File: src/rtl/aes_pnm_pkg.sv
// Shared types and constants for the FeRAM near-memory AES job scheduler.
package aes_pnm_pkg;

  localparam int unsigned BLOCK_W    = 128;
  localparam int unsigned RK_IDX_W   = 4;
  localparam int unsigned INIT_BEATS = 4;

  typedef enum logic [2:0] {
    StIdle,
    StLoad,
    StRel,
    StStart,
    StRun,
    StOut
  } sched_state_e;

  // Byte offset of key byte (row r, column c) inside a 128-bit round key.
  function automatic int unsigned key_byte_idx(input int unsigned r, input int unsigned c);
    return 4 * r + c;
  endfunction

endpackage

File: src/rtl/aes_pnm_rk_table.sv
// Round-key table: flop array with one write port, one combinational read port and a
// registered drop pulse for writes that arrive while busy or with an out-of-range index.
module aes_pnm_rk_table
  import aes_pnm_pkg::*;
#(
  parameter int unsigned N_ROUNDS = 10
) (
  input  logic                clk,
  input  logic                rst_n,
  input  logic                wr_allow_i,
  input  logic                wr_en_i,
  input  logic [RK_IDX_W-1:0] wr_idx_i,
  input  logic [BLOCK_W-1:0]  wr_data_i,
  input  logic [RK_IDX_W-1:0] rd_idx_i,
  output logic [BLOCK_W-1:0]  rd_data_o,
  output logic                wr_drop_o
);

  localparam int unsigned NUM_KEYS = N_ROUNDS + 1;

  logic [BLOCK_W-1:0] keys_q [NUM_KEYS];
  logic               wr_ok;
  logic               drop_q;

  assign wr_ok = wr_allow_i && (wr_idx_i <= RK_IDX_W'(N_ROUNDS));

  // Key storage is deliberately left without reset.
  always_ff @(posedge clk) begin
    if (wr_en_i && wr_ok) begin
      keys_q[wr_idx_i] <= wr_data_i;
    end
  end

  always_ff @(posedge clk or negedge rst_n) begin
    if (!rst_n) begin
      drop_q <= 1'b0;
    end else begin
      drop_q <= wr_en_i && !wr_ok;
    end
  end

  assign rd_data_o = keys_q[rd_idx_i];
  assign wr_drop_o = drop_q;

endmodule

File: src/rtl/aes_pnm_job_sched.sv
// Job scheduler in front of the near-memory AES core: accepts a block, sequences the core
// through init-load, release, start and run, then returns the result or a timeout error.
module aes_pnm_job_sched
  import aes_pnm_pkg::*;
#(
  parameter int unsigned N_ROUNDS    = 10,
  parameter int unsigned TAG_W       = 4,
  parameter int unsigned TIMEOUT_CYC = 1023
) (
  input  logic                clk,
  input  logic                rst_n,
  input  logic                in_valid,
  output logic                in_ready,
  input  logic [BLOCK_W-1:0]  in_block,
  input  logic                in_enc_dec,
  input  logic [TAG_W-1:0]    in_tag,
  input  logic                rk_wr_en,
  input  logic [RK_IDX_W-1:0] rk_wr_idx,
  input  logic [BLOCK_W-1:0]  rk_wr_data,
  output logic                rk_wr_drop,
  output logic                core_start,
  output logic                core_enc_dec,
  output logic [BLOCK_W-1:0]  core_state_init,
  output logic                core_state_init_en,
  output logic [BLOCK_W-1:0]  core_key,
  input  logic                core_done,
  input  logic [RK_IDX_W-1:0] core_round,
  input  logic [BLOCK_W-1:0]  core_state_out,
  output logic                out_valid,
  input  logic                out_ready,
  output logic [BLOCK_W-1:0]  out_block,
  output logic [TAG_W-1:0]    out_tag,
  output logic                out_err,
  output logic                busy
);

  localparam int unsigned          TMO_W     = $clog2(TIMEOUT_CYC + 1);
  localparam logic [RK_IDX_W-1:0]  LAST_IDX  = RK_IDX_W'(N_ROUNDS);
  localparam logic [TMO_W-1:0]     TMO_LAST  = TMO_W'(TIMEOUT_CYC - 1);
  localparam logic [1:0]           BEAT_LAST = 2'(INIT_BEATS - 1);

  sched_state_e        state_q, state_d;
  logic [1:0]          beat_q, beat_d;
  logic [BLOCK_W-1:0]  blk_q, blk_d;
  logic                enc_q, enc_d;
  logic [TAG_W-1:0]    tag_q, tag_d;
  logic [TMO_W-1:0]    tmo_q, tmo_d;
  logic [BLOCK_W-1:0]  res_q, res_d;
  logic                err_q, err_d;
  logic [RK_IDX_W-1:0] rd_idx;

  always_ff @(posedge clk or negedge rst_n) begin
    if (!rst_n) begin
      state_q <= StIdle;
      beat_q  <= '0;
      blk_q   <= '0;
      enc_q   <= 1'b0;
      tag_q   <= '0;
      tmo_q   <= '0;
      res_q   <= '0;
      err_q   <= 1'b0;
    end else begin
      state_q <= state_d;
      beat_q  <= beat_d;
      blk_q   <= blk_d;
      enc_q   <= enc_d;
      tag_q   <= tag_d;
      tmo_q   <= tmo_d;
      res_q   <= res_d;
      err_q   <= err_d;
    end
  end

  always_comb begin
    state_d = state_q;
    beat_d  = beat_q;
    blk_d   = blk_q;
    enc_d   = enc_q;
    tag_d   = tag_q;
    tmo_d   = tmo_q;
    res_d   = res_q;
    err_d   = err_q;
    unique case (state_q)
      StIdle: begin
        beat_d = '0;
        tmo_d  = '0;
        if (in_valid) begin
          blk_d   = in_block;
          enc_d   = in_enc_dec;
          tag_d   = in_tag;
          state_d = StLoad;
        end
      end
      StLoad: begin
        beat_d = beat_q + 2'd1;
        if (beat_q == BEAT_LAST) begin
          state_d = StRel;
        end
      end
      StRel:   state_d = StStart;
      StStart: state_d = StRun;
      StRun: begin
        tmo_d = tmo_q + 1'b1;
        // Completion wins over a timeout landing in the same cycle.
        if (core_done) begin
          res_d   = core_state_out;
          err_d   = 1'b0;
          state_d = StOut;
        end else if (tmo_q == TMO_LAST) begin
          res_d   = '0;
          err_d   = 1'b1;
          state_d = StOut;
        end
      end
      StOut: begin
        if (out_ready) begin
          state_d = StIdle;
        end
      end
      default: state_d = StIdle;
    endcase
  end

  // Decrypt walks the schedule backwards; any out-of-range round reads the last key.
  always_comb begin
    rd_idx = '0;
    if (state_q == StRun) begin
      if (core_round > LAST_IDX) begin
        rd_idx = LAST_IDX;
      end else if (enc_q) begin
        rd_idx = core_round;
      end else begin
        rd_idx = LAST_IDX - core_round;
      end
    end
  end

  aes_pnm_rk_table #(
    .N_ROUNDS (N_ROUNDS)
  ) u_rk_table (
    .clk        (clk),
    .rst_n      (rst_n),
    .wr_allow_i (state_q == StIdle),
    .wr_en_i    (rk_wr_en),
    .wr_idx_i   (rk_wr_idx),
    .wr_data_i  (rk_wr_data),
    .rd_idx_i   (rd_idx),
    .rd_data_o  (core_key),
    .wr_drop_o  (rk_wr_drop)
  );

  assign in_ready           = (state_q == StIdle);
  assign busy               = (state_q != StIdle);
  assign core_state_init_en = (state_q == StLoad);
  assign core_state_init    = blk_q;
  assign core_start         = (state_q == StStart);
  assign core_enc_dec       = (state_q != StIdle) && enc_q;
  assign out_valid          = (state_q == StOut);
  assign out_block          = res_q;
  assign out_tag            = tag_q;
  assign out_err            = err_q;

endmodule

File: config.mk
export PLATFORM = sky130hd
export DESIGN_NAME = aes_pnm_job_sched
export DESIGN_NICKNAME = d
export VERILOG_FILES = /design/src/rtl/aes_pnm_pkg.sv /design/src/rtl/aes_pnm_rk_table.sv /design/src/rtl/aes_pnm_job_sched.sv
export SDC_FILE = /design/constraint.sdc
export NUM_CORES = 2
export LEC_CHECK = 0
export ABC_CLOCK_PERIOD_IN_PS = 14100
export CAP_MARGIN = 20
export CORE_MARGIN = 5
export CORE_UTILIZATION = 55
export DETAILED_ROUTE_END_ITERATION = 7
export PLACE_DENSITY = 0.76
export SKIP_LAST_GASP = 1
export SYNTH_ARGS = -nofsm -noshare
export SYNTH_HDL_FRONTEND = slang
export SYNTH_HIERARCHICAL = 1
export SYNTH_SLANG_ARGS = --single-unit
File: constraint.sdc
create_clock -name clk -period 14.1 [get_ports clk]
set_input_delay 2.82 -clock clk [delete_from_list [all_inputs] [get_ports clk]]
set_output_delay 2.82 -clock clk [all_outputs]
set_load 0.01 [all_outputs]
==> results.cfg <==
[placement]
dp_hpwl_mm = 119
io_buffers = 798
gp_congestion = 0.936

[route]
post_drt_wl_per_cell_um = 30.4
ant_nets = 0
via_per_inst = 5.93
dr.pass1.iters = 8
routed_wl_mm = 195
drc_errors = 1
num_vias = 38100
drt_iter0_drc = 3646

[setup_path]
path_max_fanout = 79
startpoint = core_round[0]
arrival_ps = 7770
crit_type = in2out
cp-end-kind = output port
timing.rr.start = state_q[2]
crit_required_ps = 11280
critPathLaunchType = input port

[sta]
min_period_ps = 10590
setup_tns_ps = 0
fin_crit_sh = 0.751
setup_viol = 0
tightest_slew_ps = 1160
clock.fmax_mhz = 94.4
hold_violations = 0
max-slew-margin-rel = 0.224
rsz0062_at_grt = false
maxSlewViolCount = 0
clock_skew_ps = 24.3

[pwr]
peakVddDrop_mv = 0.150
pwr-share-comb = 0.218
totalPowerFinal_uw = 13600
power_frac_clock = 0.324
p_sw_frac = 0.278
p_leak_uw = 0.0266
p_per_area_nw_per_um2 = 168
p_int_uw = 9800
p_sw_uw = 3770
p_seq_frac = 0.459

[clock_tree]
cts_tree = yes
htree_levels = 4
clock_path_buffers = 3
postCtsSetupBuffers = 0
clk_pin_slew_ps = 60
cts_buffers = 167
cts.hold.buffers_added = 0
cts_sinks = 1686
cts_resized = 0
clk_latency_ps = 800
clockRootBuffer = clkbuf_16

[logic_synthesis]
synth_edf_count = 1408
synthArstFlopShare = 0.165
ys_seq_area_frac = 0.745
synth.area.top_cells = edfxtp_1 64%, dfrtp_1 11%, mux2_2 8.7%
synth_seq_cells = 1686
synth_nets = 4253
synth_top_area_share = 0.640
synth_cell_types = 53
synthCells = 3846
synth.avg_cell_area_sq_um = 17.2
yosysTopAreaCell = edfxtp_1
ys.flop_type = edfxtp_1
ys.warnings.count = 6
netlist_area_sq_um = 66100

[run_status]
outcome = finished, violations left
violations = design-rule violations

[global_route]
met3_usage = 0.0932
use_met1 = 0.361
grt_max_degree = 176
grt_pass1_vias = 37800
antenna_found_initial = 71
grt_usage = 0.305
grt_pass1_wl_mm = 276
overflow = 0
busiest_layer = met2
grtUsageMet2 = 0.484

[finish]
post-route-util = 0.676
multi_input_area_sq_um = 15500
drive_above_1_share = 0.173
layout_common_cells = 1408 x edfxtp_1, 797 x clkdlybuf4s50_1, 512 x mux2_2
area_growth_pct = 22.4
seq_area_sq_um = 49200
layout_commonest_cell = edfxtp_1
final_nets = 5030
nFillCells = 7991

[die]
die_x_um = 357
initial_core_util = 0.552
design.die.area_sq_um = 127000
ios = 799
die_h_um = 357
core-area_sq_um = 120000
rows = 127

[hold_path]
min_path_type = reg2reg
worstHoldStart = core_state_init[14]

[job]
drv_cap = 0
[per-layer routing]
layer,routed length (um),vias to the layer above
li1,-,16600
met1,69900,19400
met2,94800,1613
met3,16700,402
met4,13700,30
met5,215,-
[path summary, 6_finish.rpt]
check / slack (ps) / end / cells past startpoint
max: 3510 / core_key[34] / 12
min: 490 / core_state_init[14] / 1
max reg2reg: 9010 / u_rk_table/keys_q[2][82] / 7
min reg2reg: 490 / core_state_init[14] / 1
max in group asynchronous: 9820 / out_tag[2] / 3
min in group asynchronous: 1980 / out_block[82] / 1
[flip-flops by register name, indices dropped and copies added (netlist names)]
| register | count |
|---|---|
| tmo_q | 10 |
| enc_q | 1 |
| out_tag | 4 |
| core_state_init | 128 |
| beat_q | 2 |
| out_block | 128 |
| state_q | 3 |
| u_rk_table/keys_q | 1408 |
| u_rk_table/wr_drop_o | 1 |
| out_err | 1 |
[cell type report]
type | count | share of cell area
clock buffers | 228 | 0.0561
inverters | 5 | 0.000232
clock inverters | 79 | 0.0108
diodes | 42 | 0.00130
flip-flops and latches | 1686 | 0.609
repair buffers | 855 | 0.106
multi-input cells | 1908 | 0.192
well taps | 1612 | 0.0249
[per-stage QoR]
step	setup slack (ps)	cells	hold slack (ps)	area [sq um]
floorplan	1430	3846	457	66100
finish	3510	6415	487	80900
global placement	3570	6065	470	75300
detailed placement	3570	6065	476	75300
CTS	3540	6372	487	80800
global route	3290	6401	508	80800
[critical path, stage by stage]
cell	delay (ps)
clkdlybuf4s50_1	460
ha_1	250
o21ai_0	380
nand2_1	160
nor2_4	660
buf_12	510
buf_4	490
buf_4	540
mux2i_1	150
a22o_1	250
o31ai_1	380
clkdlybuf4s50_1	630
[synthesized netlist by cell type (all sizes together), types with 4 or more instances]
library cell  instances
a21oi                 7
a22o                129
buf                 126
clkbuf              121
dfrtp               278
edfxtp             1408
ha                    4
inv                   5
mux2                518
mux2i               258
nand2               274
nand2b              133
nor2                 14
nor2b                 4
nor3                  5
o211ai              130
o21ai               136
o22ai               129
o31ai               129
or3                   4
[power groups by stage]
stage               clock network [uW]  registers (uW)  logic [uW]
floorplan                            0            6360        1020
global placement                     0            6270        2900
detailed placement                   0            6280        2930
CTS                               4450            6190        2950
global route                      4680            6270        3080
finish                            4390            6230        2950
[logic make-up (layout without fill, tap and decap cells)]
| logic type | count (synthesis) | count (layout) | share of synthesized area |
|---|---|---|---|
| DFF | 1686 | 1686 | 0.745 |
| muxes | 776 | 776 | 0.127 |
| AOI/OAI and AO/OA | 670 | 670 | 0.0707 |
| and+or+nand+nor | 456 | 456 | 0.0329 |
| buffers and inverters | 252 | 1167 | 0.0229 |
| adders and majority gates | 4 | 4 | 0.000757 |
| xor gates and xnor gates | 2 | 2 | 0.000265 |
| other | 0 | 42 | 0 |
No activity file was read; power rests on OpenSTA's default activity.
